--- src/rtl/ctrl_pkg.sv ---
// Shared definitions for the iteration controller: state encoding and
// default counter sizing.
package ctrl_pkg;

  localparam int unsigned ITER_W_DEF   = 8;
  localparam int unsigned MAX_ITER_DEF = 16;

  typedef enum logic [2:0] {
    ST_IDLE    = 3'd0,
    ST_LOAD_IN = 3'd1,
    ST_INIT    = 3'd2,
    ST_MUL     = 3'd3,
    ST_RES     = 3'd4,
    ST_ACT     = 3'd5,
    ST_DONE    = 3'd6
  } state_e;

endpackage

--- src/rtl/iter_counter.sv ---
// Pass counter for the iteration controller: clear at run start, count
// completed passes, and flag when the next increment reaches the limit.
module iter_counter
  import ctrl_pkg::*;
#(
  parameter int unsigned ITER_W   = ITER_W_DEF,
  parameter int unsigned MAX_ITER = MAX_ITER_DEF
) (
  input  logic              clk,
  input  logic              rst,
  input  logic              clr,
  input  logic              inc,
  output logic [ITER_W-1:0] cnt,
  output logic              last
);

  localparam logic [ITER_W-1:0] LAST_CNT = ITER_W'(MAX_ITER - 1);

  logic [ITER_W-1:0] cnt_q;
  logic [ITER_W-1:0] cnt_d;

  always_comb begin
    cnt_d = cnt_q;
    if (clr) begin
      cnt_d = '0;
    end else if (inc) begin
      cnt_d = cnt_q + 1'b1;
    end
  end

  always_ff @(posedge clk) begin
    if (rst) begin
      cnt_q <= '0;
    end else begin
      cnt_q <= cnt_d;
    end
  end

  assign cnt  = cnt_q;
  // The current pass is the last one allowed when its increment hits MAX_ITER.
  assign last = (cnt_q == LAST_CNT);

endmodule

--- src/rtl/iter_controller.sv ---
// Sequencer for an iterative datapath: LOAD_IN, INIT, then repeated
// MUL/RES/ACT passes until convergence or the iteration limit.
module iter_controller
  import ctrl_pkg::*;
#(
  parameter int unsigned ITER_W   = ITER_W_DEF,
  parameter int unsigned MAX_ITER = MAX_ITER_DEF
) (
  input  logic              clk,
  input  logic              rst,
  input  logic              start,
  input  logic              abort,
  input  logic              done_in,
  output logic              ld_in,
  output logic              ld_init,
  output logic              ld_mul,
  output logic              ld_res,
  output logic              ld_act,
  output logic              busy,
  output logic              finished,
  output logic              timeout,
  output logic [ITER_W-1:0] iter_cnt
);

  state_e state_q;
  state_e state_d;
  logic   timeout_q;
  logic   timeout_d;
  logic   cnt_clr;
  logic   cnt_inc;
  logic   cnt_last;

  iter_counter #(
    .ITER_W  (ITER_W),
    .MAX_ITER(MAX_ITER)
  ) u_iter_counter (
    .clk (clk),
    .rst (rst),
    .clr (cnt_clr),
    .inc (cnt_inc),
    .cnt (iter_cnt),
    .last(cnt_last)
  );

  always_comb begin
    state_d   = state_q;
    timeout_d = timeout_q;
    cnt_clr   = 1'b0;
    cnt_inc   = 1'b0;
    case (state_q)
      ST_IDLE, ST_DONE: begin
        if (start) begin
          state_d   = ST_LOAD_IN;
          timeout_d = 1'b0;
          cnt_clr   = 1'b1;
        end
      end
      ST_LOAD_IN: state_d = ST_INIT;
      ST_INIT:    state_d = ST_MUL;
      ST_MUL:     state_d = ST_RES;
      ST_RES:     state_d = ST_ACT;
      ST_ACT: begin
        cnt_inc = 1'b1;
        if (done_in) begin
          state_d = ST_DONE;
        end else if (cnt_last) begin
          state_d   = ST_DONE;
          timeout_d = 1'b1;
        end else begin
          state_d = ST_MUL;
        end
      end
      default: state_d = ST_IDLE;
    endcase
    // Abort cancels every pending update so counter and timeout keep their values.
    if (abort) begin
      state_d   = ST_IDLE;
      timeout_d = timeout_q;
      cnt_clr   = 1'b0;
      cnt_inc   = 1'b0;
    end
  end

  always_ff @(posedge clk) begin
    if (rst) begin
      state_q   <= ST_IDLE;
      timeout_q <= 1'b0;
    end else begin
      state_q   <= state_d;
      timeout_q <= timeout_d;
    end
  end

  always_comb begin
    ld_in    = 1'b0;
    ld_init  = 1'b0;
    ld_mul   = 1'b0;
    ld_res   = 1'b0;
    ld_act   = 1'b0;
    busy     = 1'b0;
    finished = 1'b0;
    case (state_q)
      ST_LOAD_IN: begin ld_in   = 1'b1; busy = 1'b1; end
      ST_INIT:    begin ld_init = 1'b1; busy = 1'b1; end
      ST_MUL:     begin ld_mul  = 1'b1; busy = 1'b1; end
      ST_RES:     begin ld_res  = 1'b1; busy = 1'b1; end
      ST_ACT:     begin ld_act  = 1'b1; busy = 1'b1; end
      ST_DONE:    finished = 1'b1;
      default:    ;
    endcase
  end

  assign timeout = timeout_q;

endmodule
--- config.mk ---
export PLATFORM = sky130hd
export DESIGN_NAME = iter_controller
export DESIGN_NICKNAME = d
export VERILOG_FILES = /design/src/rtl/ctrl_pkg.sv /design/src/rtl/iter_counter.sv /design/src/rtl/iter_controller.sv
export SDC_FILE = /design/constraint.sdc
export NUM_CORES = 1
export LEC_CHECK = 0
export ABC_CLOCK_PERIOD_IN_PS = 1750
export CAP_MARGIN = 15
export CORE_ASPECT_RATIO = 0.9
export CORE_MARGIN = 2
export CORE_UTILIZATION = 45
export DETAILED_ROUTE_END_ITERATION = 8
export PLACE_DENSITY = 0.72
export SETUP_SLACK_MARGIN = 0.1
export SKIP_CTS_REPAIR_TIMING = 1
export SYNTH_ARGS = -nofsm -noshare
export SYNTH_HDL_FRONTEND = slang
export SYNTH_SLANG_ARGS = --single-unit
--- constraint.sdc ---
create_clock -name clk -period 1.75 [get_ports clk]
set_input_delay 0.525 -clock clk [delete_from_list [all_inputs] [get_ports clk]]
set_output_delay 0.525 -clock clk [all_outputs]
set_load 0.005 [all_outputs]
==> out/metrics.cfg <==
[run_status]
outcome = complete, but fails checks
violations = setup timing

[synthesis]
syn-num-nets = 88
synth_top_flop_cell = dfxtp_1
synthArstFlopShare_pct = 0
ys_warn_count = 0
ys_seq_area_share_pct = 33.3
synth_area_um2 = 721
synth.distinct_cells = 39
synth.avg_cell_area_um2 = 8.79
yosys_register_bits = 12
synthCells = 82
synth-edff-count = 0

[sta]
slew_viol_final = 0
finalWorstSetupSlack_ns = -0.0191
period_minus_slack_ns = 1.77
clock.fmax_mhz = 565
fin_tns_setup_ns = -0.0191
period_share_pct = 101
setup_violations = 1
skew_ns = 0.0106
rsz0062_at_grt = yes
finalHoldViolCount = 0
worst_pin_slew_ns = 0.330
hold_ws_ns = 0.475
worst_slew_margin_rel_pct = 77.7

[floorplanning]
dieArea_um2 = 1940
core_um2 = 1480
die_h_um = 42.0
io_pins = 21
num_rows = 13
die_w_um = 46.2
start_util_pct = 48.7

[placement]
gp_congestion = 0.765
hpwl_mm = 1.33
io_buffers = 20
dp.cells = 136
place_area_um2 = 1040

[layout]
drive_above_1_share_pct = 45.3
final_area_um2 = 1220
stdcell_count = 150
final_cell_mix = buf_4 (22), dlymetal6s2s_1 (9), dfxtp_4 (9)
area_growth_pct = 69.8
final_net_count = 135
n_antenna_cell = 0
final_common_cell = buf_4

[setup_path]
critPathRequiredTime_ns = 1.22
max_stage_delay_ns = 0.37
critPathKind = register to output pin
cp-end-kind = output pin
cp_max_fo = 3
r2r_start = state_q[1]
worst_setup_path_start_kind = register
cp_cell_sequence = buf_6, or2b_1, nor2_1, dlymetal6s2s_1
r2r_slack_ns = 0.23
slowest_stage = dfxtp_4
r2r_cells = 5
critical-path-top-delay-family = flip-flops
cp.buffers_inverters = 2
r2r-end = u_iter_counter.cnt[5]
worstPathArrival_ns = 1.24

[global_routing]
grt_max_degree = 12
grt.overflow.total = 0
grt_pass1_wl_mm = 2.93
first_global_vias = 680
antenna_found_initial = 0
track_usage_pct = 20.3

[clocking]
clk_pin_slew_ns = 0.09
clock_path_buffers = 2
ctsHtreeMaxLevel = 1
cts_tree = done
cts_made_buffers = 3
clock-sinks = 12
clock_latency_ns = 0.28
cts_root_buf = clkbuf_4

[pwr]
finalPower_w = 0.000560
ir_drop_mv = 0.403
cellPowerDensity_nw_per_um2 = 457
p_leak_nw = 0.684

[worst_hold_path]
worstHoldStart = timeout
whs_path_depth = 2
hold_path_end = timeout
hold_class = register to register

[detailed_routing]
drtAntennaViolNets = 0
wl_per_cell_um = 14.4
vias = 798
drc = 0
drtIter0Drc = 25
dr.pass1.iters = 4
wl_mm = 2.16
vias_per_cell = 5.32

[run]
maxCapViolations = 0

flip-flops by register name (all words and copies together), names as in the netlist:
name                count
u_iter_counter.cnt      8
state_q                 3
timeout                 1
metrics by stage:
step                      setup slack, ns  utilization (%)
after floorplan                     0.339                -
after global placement             -0.163             70.2
after detailed placement           -0.164             70.2
after CTS                          -0.381             72.7
after global routing              -0.0894             82.7
final                             -0.0191             82.7
synthesized netlist by cell type, types with 2 or more instances:
cell        n  area (um2)
a21oi_1     8        40.0
nand3b_1    2        15.0
nand3_1     2        10.0
nand4bb_1   2        22.5
nor2_1      7        26.3
or3_1       3        18.8
inv_1       5        18.8
dfxtp_1    12         240
buf_2       2        10.0
o21ai_0     5        25.0
nand2_1     3        11.3
or2b_1      2        15.0
buf_6       2        22.5
and4_1      2        17.5
final cells by class:
class,instances,area (um2)
Timing Repair Buffer,47,414
Clock buffer,4,36.3
Fill cell,80,256
Sequential cell,12,277
Multi-Input combinational cell,60,450
Inverter,5,18.8
Tap cell,22,27.5
report_power, final:
| part | internal (W) | switching [W] | leakage, nW |
|---|---|---|---|
| Clock | 0.000126 | 0.000104 | 0.0210 |
| Sequential | 0.000262 | 0.00000491 | 0.105 |
| Combinational | 0.0000366 | 0.0000264 | 0.558 |
| Total | 0.000425 | 0.000135 | 0.684 |
layer usage:
metal	routed length (um)	share of wire, %	up-vias	global-route usage (%)
met5	0	0	-	0
met4	17	0.79	0	6.29
met3	98	4.5	2	5.65
met2	1000	46	18	27.2
met1	1040	48	377	30.8
li1	-	-	401	-
logic make-up (layout without fill, tap and decap cells):
logic type                 count (synthesis)  after routing  synth area share [%]
AOI/OAI and AO/OA                         22             22                  20.0
DFF                                       12             12                  33.3
buffers and inverters                     10             56                  7.64
xor gates and xnor gates                   1              1                  1.22
and+or+nand+nor                           35             35                  34.7
adders and majority gates                  1              1                  1.74
muxes                                      1              1                  1.39
worst min-delay path: stages (launching register included):
cell and delay (ns):
dfxtp_1 0.32, inv_1 0.06, o32ai_2 0.06
worst max path at each step:
| stage | from | endpoint | slack [ns] | cells past startpoint |
|---|---|---|---|---|
| after global routing | state_q[1] | ld_res | -0.09 | 4 |
| after global placement | abort | u_iter_counter.cnt[4] | -0.16 | 4 |
| after floorplan | state_q[0] | busy | 0.34 | 3 |
| final | state_q[1] | ld_res | -0.02 | 4 |
| after detailed placement | abort | u_iter_counter.cnt[3] | -0.16 | 4 |
| after CTS | state_q[0] | ld_act | -0.38 | 2 |
(Power assumes the default switching activity.)
